==> src/rtl/alu_seq.sv <==
// alu_seq: sequences commands into an external combinational ALU and queues
// the results in a small response FIFO.
//
// Ports:
//   i_clk, i_rst        clock, synchronous active-high reset
//   i_cmd_valid/o_cmd_ready, i_cmd_a, i_cmd_b, i_cmd_op   command handshake
//   o_alu_a, o_alu_b, o_alu_opcode, o_alu_ena, i_alu_result  external ALU
//   o_rsp_valid/i_rsp_ready, o_rsp_data, o_rsp_err         response FIFO head
//   o_op_count          completed response handshakes (wrapping)
module alu_seq #(
    parameter int unsigned RSP_DEPTH = 2
) (
    input  logic        i_clk,
    input  logic        i_rst,
    input  logic        i_cmd_valid,
    output logic        o_cmd_ready,
    input  logic [7:0]  i_cmd_a,
    input  logic [7:0]  i_cmd_b,
    input  logic [2:0]  i_cmd_op,
    output logic [7:0]  o_alu_a,
    output logic [7:0]  o_alu_b,
    output logic [2:0]  o_alu_opcode,
    output logic        o_alu_ena,
    input  logic [15:0] i_alu_result,
    output logic        o_rsp_valid,
    input  logic        i_rsp_ready,
    output logic [15:0] o_rsp_data,
    output logic        o_rsp_err,
    output logic [15:0] o_op_count
);

    localparam int unsigned PTR_W = $clog2(RSP_DEPTH);
    localparam int unsigned CNT_W = PTR_W + 1;

    typedef enum logic {
        ST_IDLE = 1'b0,
        ST_EXEC = 1'b1
    } state_t;

    state_t             r_state;
    logic [7:0]         r_alu_a;
    logic [7:0]         r_alu_b;
    logic [2:0]         r_alu_opcode;
    logic               r_alu_ena;
    logic [15:0]        r_data_mem [RSP_DEPTH];
    logic               r_err_mem  [RSP_DEPTH];
    logic [PTR_W-1:0]   r_wr_ptr;
    logic [PTR_W-1:0]   r_rd_ptr;
    logic [CNT_W-1:0]   r_count;
    logic [15:0]        r_op_count;

    logic               w_accept;
    logic               w_pop;
    logic               w_push;
    logic               w_div_zero;

    // Ready depends only on registered state (and reset), never on cmd_valid.
    assign o_cmd_ready = !i_rst && (r_state == ST_IDLE) && (r_count < CNT_W'(RSP_DEPTH));
    assign o_rsp_valid = (r_count != '0);

    assign w_accept   = i_cmd_valid && o_cmd_ready;
    assign w_pop      = o_rsp_valid && i_rsp_ready;
    assign w_push     = (r_state == ST_EXEC);
    assign w_div_zero = ((r_alu_opcode == 3'b011) || (r_alu_opcode == 3'b100)) && (r_alu_b == 8'h00);

    assign o_alu_a      = r_alu_a;
    assign o_alu_b      = r_alu_b;
    assign o_alu_opcode = r_alu_opcode;
    assign o_alu_ena    = r_alu_ena;
    assign o_rsp_data   = r_data_mem[r_rd_ptr];
    assign o_rsp_err    = r_err_mem[r_rd_ptr];
    assign o_op_count   = r_op_count;

    // Control FSM, operand registers and response FIFO.
    always_ff @(posedge i_clk) begin
        if (i_rst) begin
            r_state      <= ST_IDLE;
            r_alu_a      <= '0;
            r_alu_b      <= '0;
            r_alu_opcode <= '0;
            r_alu_ena    <= 1'b0;
            r_data_mem   <= '{default: '0};
            r_err_mem    <= '{default: 1'b0};
            r_wr_ptr     <= '0;
            r_rd_ptr     <= '0;
            r_count      <= '0;
            r_op_count   <= '0;
        end else begin
            case (r_state)
                ST_IDLE: begin
                    if (w_accept) begin
                        r_alu_a      <= i_cmd_a;
                        r_alu_b      <= i_cmd_b;
                        r_alu_opcode <= i_cmd_op;
                        r_alu_ena    <= 1'b1;
                        r_state      <= ST_EXEC;
                    end
                end
                ST_EXEC: begin
                    // Accept was gated on free space, so this push never overflows.
                    r_data_mem[r_wr_ptr] <= i_alu_result;
                    r_err_mem[r_wr_ptr]  <= w_div_zero;
                    r_wr_ptr             <= r_wr_ptr + PTR_W'(1);
                    r_alu_ena            <= 1'b0;
                    r_state              <= ST_IDLE;
                end
                default: begin
                    r_alu_ena <= 1'b0;
                    r_state   <= ST_IDLE;
                end
            endcase

            if (w_pop) begin
                r_rd_ptr   <= r_rd_ptr + PTR_W'(1);
                r_op_count <= r_op_count + 16'd1;
            end

            r_count <= r_count + CNT_W'(w_push) - CNT_W'(w_pop);
        end
    end

endmodule

==> config.mk <==
export PLATFORM = sky130hd
export DESIGN_NAME = alu_seq
export DESIGN_NICKNAME = d
export VERILOG_FILES = /design/src/rtl/alu_seq.sv
export SDC_FILE = /design/constraint.sdc
export NUM_CORES = 1
export LEC_CHECK = 0
export BUFFER_PORTS_ARGS = -buffer_cell sky130_fd_sc_hd__buf_2
export CORE_MARGIN = 2
export CORE_UTILIZATION = 40
export DETAILED_ROUTE_END_ITERATION = 10
export HOLD_SLACK_MARGIN = 0.03
export MAX_ROUTING_LAYER = met4
export PLACE_DENSITY = 0.71
export SYNTH_ARGS = -nofsm -noshare
export SYNTH_HDL_FRONTEND = slang
export SYNTH_SLANG_ARGS = --single-unit
==> constraint.sdc <==
create_clock -name i_clk -period 2.17 [get_ports i_clk]
set_clock_uncertainty 0.05 [all_clocks]
set_input_delay 0.434 -clock i_clk [delete_from_list [all_inputs] [get_ports i_clk]]
set_output_delay 0.434 -clock i_clk [all_outputs]
set_load 0.02 [all_outputs]
==> summary.md <==
| Metric | Value |
|---|---|
| Post-place instance area | around 3600 um2 |
| Clock tree from TritonCTS | built |
| Starting density of the core | 0.411 |
| FF+latch area | about 1500 um2 |
| Die outline area | 8160 um2 |
| Detailed router's first-iteration violation count | 66 |
| # Max-Cap Violations | 0 |
| Number of buffers inserted by hold repair at cts | 0 |
| Routed wirelength normalized by instance count | about 13 um |
| Element type at the critical path start | register |
| Via density per instance | a little under 5 |
| F_max | between 500 and 600 MHz |
| Reg clk slew, reported paths | 0.08 ns |
| Net count of the finished layout | 466 |
| Global-route wire length before repair | between 10,000 and 15,000 um |
| Synthesized Nets | 374 |
| Min cycle time layout | around 2 ns |
| Number of vias after detailed routing | ~2,600 |
| Remaining design rule violation count | 0 |
| Largest fanout on the critical path | 15 |
| Clock sink count | 75 |
| Post-synth design cell area | approximately 3000 um2 |
| Post-route fraction of the period consumed by the critical path | 0.918 |
| Largest net degree at the start of global routing | 32 |
| Number of nets still failing antenna checks after routing | 0 |
| FF+latch count, synth | between 70 and 80 |
| Total area of multi-input combinational cells | ~1400 um2 |
| Number of inserted diodes | 0 |
| Power density over cell area | just over 900 nW/um2 |
| Vias in the first global route | 2,460 |
| GRT Total Usage | 0.179 |
| I/O Pins | 94 |
| Count of buffers inserted at the top-level ports | a little over 90 |
| Worst-margin pin slew | approximately 0.75 ns |
| Cell row count | 31 |
| Count of fill cells added during filler insertion | between 700 and 800 |
| Class of the most critical setup path | register to output port |
| IR drop worst, VDD | 0.398 mV |
| Outcome | finished, final reports clean |
| Floorplan die height | approximately 90 um |
| 1st-pass router iterations | 5 |
| Share of post-route cells with drive strength above 1 | 0.329 |
| Hold crit path type | input pin to register |
| Die span in x | between 90 and 100 um |
| Post-Layout Inst Area | between 3000 and 4000 um2 |
| Resize count post-CTS | 0 |
| Area of the core | between 7000 and 8000 um2 |
| Root buffer selected by CTS | clkbuf_8 |
| Count of mapped cells out of synthesis | 332 |
| Max Root-Sink Buffers | 2 |
| # Post-CTS Setup Buffers | 0 |
| Post-route setup TNS | 0 ns |
| Antenna violations before repair | 0 |
| Area growth from synthesis to layout | 27.7% |
| Count of endpoints failing hold in the final timing report | 0 |
| Number of buffers inserted during clock tree synthesis | 9 |
| Type of destination of the critical path | output port |
| Hpwl dp | around 4700 um |
| Yosys cell types | 34 |
| LEAKAGE | 1.66 nW |
| Yosys warning count | 0 |
| Sum of overflow across all layers after global routing | 0 |
| Pins Over Slew Limit | 0 |
| RD Place Congestion | 0.764 |
| Total Power Consumption | ~3.5 mW |
| Data required time at the worst endpoint | roughly 1.7 ns |
| Routed Wire Length | 6760 um |
| Commonest cells after routing, fill and taps aside | 93 x buf_2, 83 x nand2_1, 75 x dfxtp_1, 41 x a21oi_1, 18 x nor2_1 |
| Max-slew headroom at the worst pin | 0.503 |
| Most common cell after layout, fill and taps aside | buf_2 |
| Signal arrival time at the worst endpoint | between 1.5 and 2 ns |
| Syn avg cell area | 8.98 um2 |
| Portion of the post-synthesis area used by sequential elements | 0.504 |
| Endpoints failing setup | 0 |
| Setup repair after global routing missed its margin | false |
| Number of levels in the clock H-tree | 3 |
| Latest clock arrival within the worst-skew pair | 0.34 ns |
## worst max-delay path, stage by stage, from the launching register on
cell and delay (ns):
dfxtp_1 0.46, buf_12 0.19, mux2_2 0.36, buf_2 0.16
## final timing paths
check,start,endpoint,slack [ns],cells past startpoint
setup / recovery,r_rd_ptr$_SDFFE_PP0P_,o_rsp_data[14],0.18,3
hold / removal,i_alu_result[10],r_data_mem[10]$_SDFFE_PP0P_,0.27,2
setup reg to reg,r_count[1]$_SDFF_PP0_,r_count[1]$_SDFF_PP0_,0.33,7
hold reg to reg,o_alu_ena$_SDFFE_PP0P_,o_alu_ena$_SDFFE_PP0P_,0.39,2
## metal layers
metal  up-vias  global-route usage  share of wire
met5         -                   -              0
met4         0              0.0590          0.011
met3         7              0.0584          0.050
met2        75               0.287           0.47
met1      1189               0.214           0.46
li1       1304                   -              -
## flip-flops by register name, summed over array words and instances, names as in the netlist
name          cells
o_alu_a           8
o_alu_b           8
o_alu_ena         1
o_alu_opcode      3
o_op_count       16
r_count           2
r_data_mem       32
r_err_mem         2
r_rd_ptr          1
r_state           1
r_wr_ptr          1
## cell families after synthesis
family	Yosys count	synth area share
AOI/OAI and AO/OA	64	0.139
and+or+nand+nor	132	0.199
adders and majority gates	3	0.0126
buffers and inverters	25	0.0327
xor gates and xnor gates	13	0.0382
muxes	20	0.0751
DFF	75	0.504
## through the flow
stage | setup slack (ns) | hold slack (ns) | std cells | utilization
final | 0.177 | 0.267 | 528 | 0.525
after global routing | 0.0942 | 0.245 | 528 | 0.525
after CTS | 0.149 | 0.244 | 528 | 0.525
after detailed placement | 0.305 | 0.384 | 512 | 0.491
after global placement | 0.347 | 0.380 | 512 | 0.491
after floorplan | 0.354 | 0.368 | 332 | -
## synthesized netlist by cell type (all sizes together)
cell      n  area, um2
dfxtp    75       1500
o22ai     1       6.26
or3       3       20.0
mux2i     1       10.0
clkbuf   13       48.8
a21oi    41        205
o2111ai   1       15.0
nand2    83        312
nand3     2       22.5
a31o      1       8.76
nand2b    4       25.0
nor2     18       67.6
o21a      1       7.51
nor3      6       30.0
or2       2       15.0
mux2     19        214
xnor2    10       87.6
nor2b     4       25.0
o211ai    1       21.3
a22o     16        140
o21ai     2       10.0
xor2      3       26.3
buf       7       30.0
ha        3       37.5
nand4     5       37.5
nor4      5       37.5
inv       5       18.8
## final cells by class
type                    instances  share of cell area
repair buffers                101               0.141
well taps                      99              0.0325
clock inverters                 4              0.0256
multi-input cells             232               0.363
inverters                       5             0.00493
flip-flops and latches         75               0.394
clock buffers                  12              0.0381
## report_power, final
group / internal, mW / switching [mW]
clock network: 0.797 / 0.488
logic: 0.289 / 0.397
registers: 1.48 / 0.0939
Power figures use the tool's default switching activity.
